`src/rtl/serial_subtractor.sv`:
```
// -----------------------------------------------------------------------------
// serial_subtractor
//
// Bit-serial two's-complement subtractor. The block takes two WIDTH-bit
// operands over a valid/ready handshake and computes a - b LSB-first, one bit
// per clock. It uses a single full-adder slice and a carry flop. The result
// is presented with an unsigned borrow and a signed overflow flag on a
// valid/ready output.
//
// Parameters:
//   WIDTH      operand/result width in bits (2..32), default 8
//
// Ports:
//   clk        clock, rising edge
//   rst        synchronous active-high reset
//   in_valid   operands a/b valid
//   in_ready   block can accept operands (high in IDLE)
//   a          minuend
//   b          subtrahend
//   out_valid  diff/borrow/ovf valid (high in DONE)
//   out_ready  consumer accepts result
//   diff       a - b modulo 2^WIDTH
//   borrow     unsigned a < b (carry-out in add mode)
//   ovf        signed overflow of the operation
//   op         only with SERIAL_SUB_ADD_MODE_EN: 0 = subtract, 1 = add
//
// Optional feature macro: SERIAL_SUB_ADD_MODE_EN
//   When this macro is defined, the op port exists and is latched at accept.
//   With op=1, the block adds instead of subtracting.
// -----------------------------------------------------------------------------
module serial_subtractor #(
  parameter int WIDTH = 8
) (
  input  logic             clk,
  input  logic             rst,
  input  logic             in_valid,
  output logic             in_ready,
  input  logic [WIDTH-1:0] a,
  input  logic [WIDTH-1:0] b,
`ifdef SERIAL_SUB_ADD_MODE_EN
  input  logic             op,
`endif
  output logic             out_valid,
  input  logic             out_ready,
  output logic [WIDTH-1:0] diff,
  output logic             borrow,
  output logic             ovf
);

  localparam int CNT_W = (WIDTH > 2) ? $clog2(WIDTH) : 1;

  typedef enum logic [1:0] {
    IDLE = 2'd0,
    RUN  = 2'd1,
    DONE = 2'd2
  } state_t;

  state_t             state_q, state_d;
  logic [WIDTH-1:0]   sa_q, sa_d;
  logic [WIDTH-1:0]   sb_q, sb_d;
  // The partial result holds the WIDTH-1 low bits already produced. The MSB
  // is combined in on the final RUN cycle, so diff only changes when a
  // complete result exists.
  logic [WIDTH-2:0]   res_q, res_d;
  logic [WIDTH-1:0]   diff_q, diff_d;
  logic               c_q, c_d;
  logic [CNT_W-1:0]   cnt_q, cnt_d;
  logic               borrow_q, borrow_d;
  logic               ovf_q, ovf_d;
  logic               op_q;
`ifdef SERIAL_SUB_ADD_MODE_EN
  logic               op_d;
`endif

  logic               b_bit;
  logic [1:0]         slice;   // {carry_out, sum}
  logic [WIDTH-1:0]   res_shift;

  // Single full-adder slice: returns {majority carry, sum}.
  function automatic logic [1:0] full_add(input logic x, input logic y,
                                          input logic cin);
    full_add = {(x & y) | (x & cin) | (y & cin), x ^ y ^ cin};
  endfunction

  // Subtract: a + ~b + 1. Add: a + b + 0. The op bit selects whether the
  // subtrahend is inverted.
  assign b_bit     = sb_q[0] ^ ~op_q;
  assign slice     = full_add(sa_q[0], b_bit, c_q);
  assign res_shift = {slice[0], res_q};

  always_comb begin
    state_d  = state_q;
    sa_d     = sa_q;
    sb_d     = sb_q;
    res_d    = res_q;
    diff_d   = diff_q;
    c_d      = c_q;
    cnt_d    = cnt_q;
    borrow_d = borrow_q;
    ovf_d    = ovf_q;
`ifdef SERIAL_SUB_ADD_MODE_EN
    op_d     = op_q;
`endif
    in_ready  = 1'b0;
    out_valid = 1'b0;

    unique case (state_q)
      IDLE: begin
        in_ready = 1'b1;
        if (in_valid) begin
          sa_d  = a;
          sb_d  = b;
          cnt_d = '0;
`ifdef SERIAL_SUB_ADD_MODE_EN
          op_d  = op;
          c_d   = ~op;
`else
          c_d   = 1'b1;
`endif
          state_d = RUN;
        end
      end

      RUN: begin
        res_d = res_shift[WIDTH-1:1];
        sa_d  = sa_q >> 1;
        sb_d  = sb_q >> 1;
        c_d   = slice[1];
        cnt_d = cnt_q + 1'b1;
        if (cnt_q == CNT_W'(WIDTH - 1)) begin
          diff_d   = res_shift;
          // In subtract mode the borrow is the inverted carry-out. In add
          // mode the carry-out itself is reported.
          borrow_d = slice[1] ^ ~op_q;
          // The carry into the MSB differs from the carry out of the MSB.
          ovf_d    = c_q ^ slice[1];
          state_d  = DONE;
        end
      end

      DONE: begin
        out_valid = 1'b1;
        if (out_ready) begin
          state_d = IDLE;
        end
      end

      default: begin
        state_d = IDLE;
      end
    endcase
  end

  // ---- state / datapath registers ----
  always_ff @(posedge clk) begin
    if (rst) begin
      state_q  <= IDLE;
      sa_q     <= '0;
      sb_q     <= '0;
      res_q    <= '0;
      diff_q   <= '0;
      c_q      <= 1'b0;
      cnt_q    <= '0;
      borrow_q <= 1'b0;
      ovf_q    <= 1'b0;
    end else begin
      state_q  <= state_d;
      sa_q     <= sa_d;
      sb_q     <= sb_d;
      res_q    <= res_d;
      diff_q   <= diff_d;
      c_q      <= c_d;
      cnt_q    <= cnt_d;
      borrow_q <= borrow_d;
      ovf_q    <= ovf_d;
    end
  end

`ifdef SERIAL_SUB_ADD_MODE_EN
  always_ff @(posedge clk) begin
    if (rst) begin
      op_q <= 1'b0;
    end else begin
      op_q <= op_d;
    end
  end
`else
  assign op_q = 1'b0;
`endif

  assign diff   = diff_q;
  assign borrow = borrow_q;
  assign ovf    = ovf_q;

endmodule

```
`config.mk`:
```
export PLATFORM = sky130hd
export DESIGN_NAME = serial_subtractor
export DESIGN_NICKNAME = d
export VERILOG_FILES = /design/src/rtl/serial_subtractor.sv
export SDC_FILE = /design/constraint.sdc
export NUM_CORES = 1
export LEC_CHECK = 0
export ABC_AREA = 1
export CELL_PAD_IN_SITES_DETAIL_PLACEMENT = 1
export CELL_PAD_IN_SITES_GLOBAL_PLACEMENT = 2
export CORE_UTILIZATION = 30
export DETAILED_ROUTE_END_ITERATION = 12
export PLACE_DENSITY = 0.92
export SLEW_MARGIN = 5
export SYNTH_ARGS = -nofsm -noshare
export SYNTH_HDL_FRONTEND = slang
export SYNTH_SLANG_ARGS = --single-unit
```
`constraint.sdc`:
```
create_clock -name clk -period 4.3 [get_ports clk]
set_clock_uncertainty 0.05 [all_clocks]
set_input_delay 0.86 -clock clk [delete_from_list [all_inputs] [get_ports clk]]
set_output_delay 0.86 -clock clk [all_outputs]
set_load 0.01 [all_outputs]
```
# After elaboration in Yosys (flattened, before gate mapping)
# Cells that the tools add are included.
[word_totals]
output_inout_bits = 12
elab_cells = 45
in_bits = 20
ff_bits = 39
[classes]
eq_ne = 6
bitwise = 10
n_reduce_logical = 5
n_addsub = 1
mux = 14
[op_table]
columns = ["operator", "n"]
rows = [
  ["case mux 8 bit (2 select lines)", 2],
  ["2-to-1 mux 8 bit", 2],
  ["2-to-1 mux 2 bit", 3],
  ["!= test 2 bit, second input constant", 3],
  ["case mux 2 bit (3 select lines)", 1],
  ["case mux 3 bit (2 select lines)", 1],
  ["AND reduction 2 bit", 2],
  ["adder 3 x 1 -> 3 bit, second input constant", 1],
  ["AND 1 bit", 3],
  ["== test 3 bit, second input constant", 1],
  ["2-to-1 mux 1 bit", 3],
  ["2-to-1 mux 3 bit", 1],
  ["AND reduction 3 bit", 1],
  ["bitwise XOR 1 bit", 3],
  ["== test 2 x 1 -> 1 bit, second input constant", 1],
  ["== test 2 bit, second input constant", 1],
  ["logical NOT 2 bit", 1],
  ["inverter 1 bit", 2],
  ["OR 1 bit", 2],
  ["case mux 1 bit (2 select lines)", 1],
  ["nonzero test 2 bit", 1],
]

# Logic depth before layout (Yosys ltp)
# Gate-level depths: netlist (run 1).
[logic_depth]
depth_word = 5
mapped_depth = 7
depth_no_buf = 6

# Worst setup path before layout (run 1)
# Ideal clock, no wire load.
[synth_path]
path_kind = "register to output"
startpoint = "register state_q[0]"
endpoint = "output in_ready"
path_slack_ns = 2.706
required_time_ns = 3.390
n_path_buf = 1
arrival_time_ns = 0.684
stages_incl_launch_ff = 3
cell_sequence = "dfxtp_1 > buf_6 > nor2_1"
[synth_between]
elab_chain_cells = 2
[synth_rtl]
columns = ["element", "line", "source"]
rows = [
  ["from (decl)", "58", "state_t state_q, state_d;"],
  ["from (signal assigned)", "167", "state_q <= state_d;"],
  ["logical NOT 2 bit", "107", "unique case (state_q)"],
  ["2-to-1 mux 1 bit", "107", ""],
  ["to (decl)", "37", "output logic in_ready,"],
]
# Every way passes these cells.

# Final worst setup path (run 1)
# Same ends and word-level chain as after synthesis.

==> impl_metrics.ini, run 1 <==
[critical_path]
cp-end-kind = output port
r2r_start = state_q[0]
startpoint_type = flip-flop
cp_max_fo = 19
timing.reg2reg.setup_slack_ns = 2.17
cp.arrival_ns = 1.87
cp-startpoint = state_q[0]
endpoint = in_ready
critPathKind = flip-flop to output port
r2r_cells = 5
crit_required_ns = 3.39
worstReg2RegEnd = diff[2]

[die]
dieArea_mm2 = 0.00635
die_h_um = 79.7
die_w_um = 79.7
rows = 27
start_util_pct = 31.9
core_mm2 = 0.00568
io_pins = 32

[clock_tree]
cts_sinks = 39
root_buffer = clkbuf_8
cts_made_buffers = 5
htreeDepth = 2
cts-hold-fix-buffers = 0
cts.repair.resized = 0
postCtsSetupBuffers = 0
clk_latency_ns = 0.30
clkTransAtPathRegs_ns = 0.08
cts_tree = yes
cts_buffer_depth = 2

[grt]
overflow = 0
grt_usage_pct = 14.4
grt_pass1_vias = 1613
grt_max_degree = 35
grt_pass1_wl_um = 7070
antenna_found_initial = 0

[synthesis]
syn-instance-count = 261
synth_seq_area_share_pct = 43.2
synth_cell_type_count = 24
syn_area_mm2 = 0.00181
synth-seq-cells = 39
synth_nets = 284
syn_area_per_cell_um2 = 6.93
ys_warn_count = 0

[timing]
rsz0062_at_grt = no
relSlewSlack_pct = 43.9
min_period_ns = 2.78
fin_crit_sh_pct = 64.6
tightest_slew_ns = 0.839
fmax_mhz = 360
slew_viol_final = 0
final-hold-violation-count = 0
tns_ns = 0
final-setup-viol-count = 0

[min_path]
hold_path_class = flip-flop to flip-flop

[finish]
area_growth_syn_to_layout_pct = 20.5
layout.cells.non_filler = 357
fin_nets = 307
drive_gt1_share_pct = 5.61
layout_common_cells = nand2_1, dfxtp_1, inv_1
layout_commonest_cell = nand2_1
antennaDiodeCount = 0

[routing]
vias = 1589
drt_iter0_markers = 58
wl_per_cell_um = 11.2
drc = 0
firstDrtPassIters = 4
postRouteAntennaNets = 0
totalWireLength_um = 4000
vias_per_cell = 4.45

[job]
timing.max_cap.violations = 0

[pwr]
vdd_drop_max_v = 0.000134
p_leak_nw = 0.955
p_per_area_mw_per_mm2 = 349

[place]
place.gp.congestion = 0.723
port_buffers = 31
numPlacedInstances = 349
dp.final_hpwl_um = 2670

[outcome]
status = complete, no violations
## how the worst min path moves through the flow
| stage | from | to | slack, ns | cells past startpoint |
|---|---|---|---|---|
| final | diff[7] | diff[7] | 0.42 | 2 |
| after global routing | cnt_q[1] | cnt_q[1] | 0.44 | 2 |
| after CTS | diff[7] | diff[7] | 0.42 | 2 |
| after detailed placement | diff[0] | diff[0] | 0.41 | 2 |
| after global placement | sb_q[7] | sb_q[7] | 0.40 | 2 |
| after floorplan | sa_q[7] | sa_q[7] | 0.39 | 2 |
## metrics by stage
stage / hold slack (ns) / instance area, µm² / power [W] / utilization (%) / setup slack (ns)
2_1_floorplan: 0.389 / 1810 / 0.000495 / - / 2.71
3_3_place_gp: 0.404 / 2100 / 0.000522 / 36.9 / 1.61
3_5_place_dp: 0.410 / 2100 / 0.000526 / 36.9 / 1.53
4_1_cts: 0.424 / 2180 / 0.000774 / 38.4 / 1.49
5_1_grt: 0.436 / 2180 / 0.000812 / 38.4 / 1.40
6_report: 0.417 / 2180 / 0.000761 / 38.4 / 1.52
## cell type report
type,count,area [µm²]
clock buffers,6,72.6
clock inverters,2,12.5
fillers,739,3490
inverters,38,143
multi-input cells,169,772
flip-flops and latches,39,781
well taps,72,90.1
repair buffers,31,310
## power breakdown
| group | switching [W] | leakage (nW) | internal (W) |
|---|---|---|---|
| clock | 0.000132 | 0.0412 | 0.000113 |
| combinational | 0.0000662 | 0.593 | 0.0000499 |
| sequential | 0.0000158 | 0.320 | 0.000384 |
## layer usage
| metal | vias to the layer above | track usage [%] | share of wire, % |
|---|---|---|---|
| met1 | 728 | 17.2 | 50 |
| met4 | 0 | 5.45 | 1.7 |
| met3 | 7 | 3.77 | 3.9 |
| met5 | - | 0 | 0 |
| met2 | 21 | 24.5 | 45 |
| li1 | 833 | - | - |
## cell usage after synthesis
library cell,count,area [µm²]
nand2_2,3,18.8
o21ai_1,1,5.00
nor2_1,35,131
clkbuf_1,1,3.75
a21oi_1,27,135
buf_2,3,15.0
clkbuf_2,1,5.00
dfxtp_1,39,781
nor2_4,1,11.3
buf_1,1,3.75
inv_2,1,3.75
nand3_1,11,55.1
nand2_1,75,282
buf_8,1,15.0
buf_4,5,37.5
or2_2,1,6.26
xor2_1,1,8.76
inv_1,37,139
o21ai_0,8,40.0
o21ai_4,1,16.3
ha_1,2,25.0
buf_6,3,33.8
a21oi_2,2,17.5
fa_1,1,20.0
## critical path, cell delays in order, from the launching register on
cell and delay [ns]:
dfxtp_1 0.81, nor2_1 0.23, clkdlybuf4s50_1 0.53
## logic make-up after synthesis
logic type / synth area share [%]
compound gates: 11.8
xor+xnor: 0.484
fa+ha+maj: 2.49
buf+inv: 14.2
flops: 43.2
simple gates: 27.9
## sequential cells by signal, indices dropped and copies added (netlist names)
register / count
sb_q: 8
res_q: 7
c_q: 1
ovf: 1
diff: 8
sa_q: 8
cnt_q: 3
borrow: 1
state_q: 2
Note: power is estimated with default switching activity, not from simulation.
==> inputs of run 2 (changes only) <==
--- a/config.mk
+++ b/config.mk
@@ -8,9 +8,9 @@
 export ABC_AREA = 1
 export CELL_PAD_IN_SITES_DETAIL_PLACEMENT = 1
 export CELL_PAD_IN_SITES_GLOBAL_PLACEMENT = 2
-export CORE_UTILIZATION = 30
+export CORE_UTILIZATION = 28
 export DETAILED_ROUTE_END_ITERATION = 12
-export PLACE_DENSITY = 0.92
+export PLACE_DENSITY = 0.87
 export SLEW_MARGIN = 5
 export SYNTH_ARGS = -nofsm -noshare
 export SYNTH_HDL_FRONTEND = slang
==> constraint.sdc (replaced) <==
create_clock -name clk -period 2.57 [get_ports clk]
set_clock_uncertainty 0.05 [all_clocks]
set_input_delay 0.514 -clock clk [delete_from_list [all_inputs] [get_ports clk]]
set_output_delay 0.514 -clock clk [all_outputs]
set_load 0.01 [all_outputs]
==> impl_metrics.ini, run 2 (synthesis results as in run 1) <==
[outcome]
status = complete, no violations

[die]
die_w_um = 82.4
die_h_um = 82.4
io_pins = 32
core_mm2 = 0.00606
dieArea_mm2 = 0.00679
rows = 28
start_util_pct = 29.9

[routing]
totalWireLength_um = 3980
drc = 0
drt_iter0_markers = 58
wl_per_cell_um = 11.0
firstDrtPassIters = 2
vias = 1614
vias_per_cell = 4.45
postRouteAntennaNets = 0

[timing]
fmax_mhz = 487
holdWs_ns = 0.415
min_period_ns = 2.05
tns_ns = 0
final-hold-violation-count = 0
rsz0062_at_grt = no
final-setup-viol-count = 0
slew_viol_final = 0
tightest_slew_ns = 0.445
relSlewSlack_pct = 70.3
fin_crit_sh_pct = 79.9

[place]
place.gp.congestion = 0.713
dp.final_hpwl_um = 2730
port_buffers = 31

[finish]
antennaDiodeCount = 0
drive_gt1_share_pct = 6.60
fin_nets = 312
layout_common_cells = nand2_1, dfxtp_1, inv_1
layout_commonest_cell = nand2_1
area_growth_syn_to_layout_pct = 22.1

[job]
timing.max_cap.violations = 0

[critical_path]
crit_required_ns = 2.01
crit_chain = inv_1 -> nor2_1 -> clkdlybuf4s50_1
cp.arrival_ns = 1.49
r2r_start = cnt_q[0]
worstReg2RegEnd = ovf
slowest_delay_ns = 0.55
cp_max_fo = 3
timing.reg2reg.setup_slack_ns = 0.91
cp-end-kind = output port
r2r_cells = 5
cp_num_buf_inv = 2
slowest_stage = clkdlybuf4s50_1
cp_top_family = buffers and inverters
critPathKind = flip-flop to output port
startpoint_type = flip-flop

[clock_tree]
cts_made_buffers = 5
cts_sinks = 39
cts-hold-fix-buffers = 0
cts_buffer_depth = 2
clkTransAtPathRegs_ns = 0.07
cts_tree = yes
root_buffer = clkbuf_8
postCtsSetupBuffers = 0
htreeDepth = 2
clk_latency_ns = 0.28
cts.repair.resized = 0

[min_path]
hold_depth = 2
min_from = diff[5]
min_to = diff[5]
hold_path_class = flip-flop to flip-flop

[pwr]
p_per_area_mw_per_mm2 = 564
p_sw_w = 0.000333
power_switching_share_pct = 26.7
p_int_w = 0.000914
p_leak_nw = 0.976
vdd_drop_max_v = 0.000238
seqPwrFrac_pct = 53.0
combPwrFrac_pct = 16.9
clockPowerShare_pct = 30.1

[grt]
grt_pass1_vias = 1601
antenna_found_initial = 0
grt_usage_pct = 13.4
grt_pass1_wl_um = 6890
overflow = 0
grt_max_degree = 35
==> run 2: per-layer routing <==
layer	track usage (%)	vias to the layer above	share of wire, %
met2	24.5	22	48
met1	15.1	748	46
met4	4.21	0	1.0
met5	0	-	0
met3	3.30	5	4.2
li1	-	839	-
==> run 2: layout make-up <==
| cell class | count | area [µm²] |
|---|---|---|
| Fill cell | 763 | 3850 |
| Sequential cell | 39 | 781 |
| Multi-Input combinational cell | 169 | 772 |
| Timing Repair Buffer | 36 | 348 |
| Inverter | 38 | 143 |
| Tap cell | 75 | 93.8 |
| Clock buffer | 6 | 72.6 |
==> run 2: power by group through the flow <==
stage	Combinational (W)	Clock, W	Sequential (W)
2_1_floorplan	0.000158	0	0.000670
3_3_place_gp	0.000208	0	0.000674
3_5_place_dp	0.000212	0	0.000675
4_1_cts	0.000215	0.000395	0.000661
5_1_grt	0.000243	0.000418	0.000666
6_report	0.000210	0.000375	0.000661
==> run 2: worst max-delay path by stage <==
stage | startpoint | end | slack, ns | cells after the start
finish | state_q[1] | out_valid | 0.52 | 3
global route | state_q[1] | out_valid | 0.43 | 3
CTS | state_q[1] | out_valid | 0.48 | 3
detailed placement | in_valid | sa_q[0] | 0.67 | 6
global placement | in_valid | sa_q[6] | 0.74 | 6
floorplan | cnt_q[0] | state_q[0] | 1.20 | 5
==> run 2: through the flow <==
step / area [µm²] / worst slack [ns] / power (W) / utilization, % / std cells
floorplan: 1810 / 1.20 / 0.000828 / - / 261
global placement: 2140 / 0.742 / 0.000881 / 35.3 / 357
detailed placement: 2140 / 0.674 / 0.000888 / 35.3 / 357
CTS: 2210 / 0.484 / 0.00127 / 36.5 / 363
global route: 2210 / 0.426 / 0.00133 / 36.5 / 363
finish: 2210 / 0.517 / 0.00125 / 36.5 / 363
==> run 2: worst min-delay path, stage by stage (launching register included) <==
cell	delay, ns
dfxtp_1	0.31
nand2_1	0.06
a21oi_1	0.05
==> inputs of run 3 (changes only) <==
--- a/config.mk
+++ b/config.mk
@@ -8,9 +8,9 @@
 export ABC_AREA = 1
 export CELL_PAD_IN_SITES_DETAIL_PLACEMENT = 1
 export CELL_PAD_IN_SITES_GLOBAL_PLACEMENT = 2
-export CORE_UTILIZATION = 28
+export CORE_UTILIZATION = 26
 export DETAILED_ROUTE_END_ITERATION = 12
-export PLACE_DENSITY = 0.87
+export PLACE_DENSITY = 0.85
 export SLEW_MARGIN = 5
 export SYNTH_ARGS = -nofsm -noshare
 export SYNTH_HDL_FRONTEND = slang
==> constraint.sdc (replaced) <==
create_clock -name clk -period 1.7 [get_ports clk]
set_clock_uncertainty 0.05 [all_clocks]
set_input_delay 0.34 -clock clk [delete_from_list [all_inputs] [get_ports clk]]
set_output_delay 0.34 -clock clk [all_outputs]
set_load 0.01 [all_outputs]
==> impl_metrics.ini, run 3 (synthesis results as in run 1) <==
[finish]
antennaDiodeCount = 0
fillers = 843
layout_common_cells = nand2_1, dfxtp_1, inv_1
drive_gt1_share_pct = 9.25
layout.cells.non_filler = 372
fin_nets = 315
fin_util_pct = 34.2
layout_commonest_cell = nand2_1
area_growth_syn_to_layout_pct = 27.9

[die]
rows = 30
core_mm2 = 0.00676
die_h_um = 85.4
dieArea_mm2 = 0.00730
io_pins = 32
start_util_pct = 26.8
die_w_um = 85.4

[critical_path]
worstReg2RegEnd = borrow
cp-end-kind = output port
cp_max_fo = 2
r2r_start = state_q[0]
timing.reg2reg.setup_slack_ns = 0.30
critPathKind = flip-flop to output port
cp.arrival_ns = 1.18
cp_num_buf_inv = 1
slowest_stage = clkdlybuf4s50_1
r2r_cells = 7
crit_required_ns = 1.31
cp_top_family = buffers and inverters
cp.depth = 1
slowest_delay_ns = 0.54
crit_chain = clkdlybuf4s50_1
startpoint_type = flip-flop

[timing]
min_period_ns = 1.57
slew_viol_final = 0
rsz0062_at_grt = no
fmax_mhz = 638
relSlewSlack_pct = 83.1
final-setup-viol-count = 0
final-hold-violation-count = 0
fin_crit_sh_pct = 92.2
tns_ns = 0
tightest_slew_ns = 0.253

[grt]
grt_pass1_vias = 1678
grt_pass1_wl_um = 7390
grt_max_degree = 35
overflow = 0
antenna_found_initial = 0
grt_usage_pct = 12.7

[routing]
drc = 0
drt_iter0_markers = 50
totalWireLength_um = 4250
vias = 1623
firstDrtPassIters = 4
postRouteAntennaNets = 0
wl_per_cell_um = 11.4
vias_per_cell = 4.36

[clock_tree]
htreeDepth = 2
cts_sinks = 39
cts_buffer_depth = 2
root_buffer = clkbuf_8
cts_tree = yes
postCtsSetupBuffers = 0
clk_latency_ns = 0.30
cts_made_buffers = 5
clkTransAtPathRegs_ns = 0.08

[place]
numPlacedInstances = 365
place.gp.congestion = 0.713
dp.final_hpwl_um = 2900
port_buffers = 31

[min_path]
hold_depth = 2
hold_path_class = flip-flop to flip-flop
min_to = diff[1]
min_from = diff[1]

[job]
timing.max_cap.violations = 0

[pwr]
p_leak_nw = 1.02
p_per_area_mw_per_mm2 = 909
finalPower_w = 0.00210
vdd_drop_max_v = 0.000428

[outcome]
status = complete, no violations
-- run 3: layout make-up --
cell class / instances / area, µm² / area share (%)
Clock buffer: 5 / 68.8 / 2.97
Multi-Input combinational cell: 169 / 777 / 33.6
Timing Repair Buffer: 39 / 405 / 17.5
Inverter: 38 / 143 / 6.17
Sequential cell: 39 / 782 / 33.8
Clock inverter: 2 / 37.5 / 1.62
Tap cell: 80 / 100 / 4.33
-- run 3: worst max-delay path by stage --
stage / start / endpoint / slack, ns
floorplan: cnt_q[0] / state_q[0] / 0.33
global placement: cnt_q[0] / ovf / 0.16
detailed placement: in_valid / sa_q[1] / 0.12
CTS: borrow / borrow / 0.11
global route: diff[6] / diff[6] / 0.07
finish: borrow / borrow / 0.13
-- run 3: routing by layer --
layer | share of wire (%) | wire [µm] | vias up | GRT usage, %
li1 | - | - | 844 | -
met1 | 47 | 2010 | 747 | 14.7
met2 | 48 | 2020 | 24 | 22.8
met3 | 4.2 | 179 | 8 | 3.40
met4 | 1.0 | 44 | 0 | 4.09
met5 | 0 | 0 | - | 0
-- run 3: stage by stage --
stage	cell area (µm²)	hold WS (ns)	setup slack, ns
floorplan	1810	0.389	0.327
global placement	2200	0.400	0.162
detailed placement	2200	0.411	0.120
CTS	2310	0.425	0.107
global route	2310	0.447	0.0716
finish	2310	0.419	0.132
-- run 3: timing repair --
action	in CTS	in global routing
hold endpoints to repair	0	0
resized for setup	4	1
endpoints found under the setup margin	2	1
hold buffers	0	0
-- run 3: power breakdown --
group | switching, W | total [W] | internal [W]
clock network | 0.000338 | 0.000767 | 0.000429
logic | 0.000185 | 0.000336 | 0.000150
registers | 0.0000294 | 0.00100 | 0.000972
total | 0.000553 | 0.00210 | 0.00155
-- run 3: worst reg2reg max path: stages, from the launching register on --
cell and delay, ns:
dfxtp_1 0.37, buf_4 0.26, inv_2 0.07, nor2_4 0.09
buf_4 0.24, nand3_1 0.10, nand2_1 0.08, nor2_1 0.04
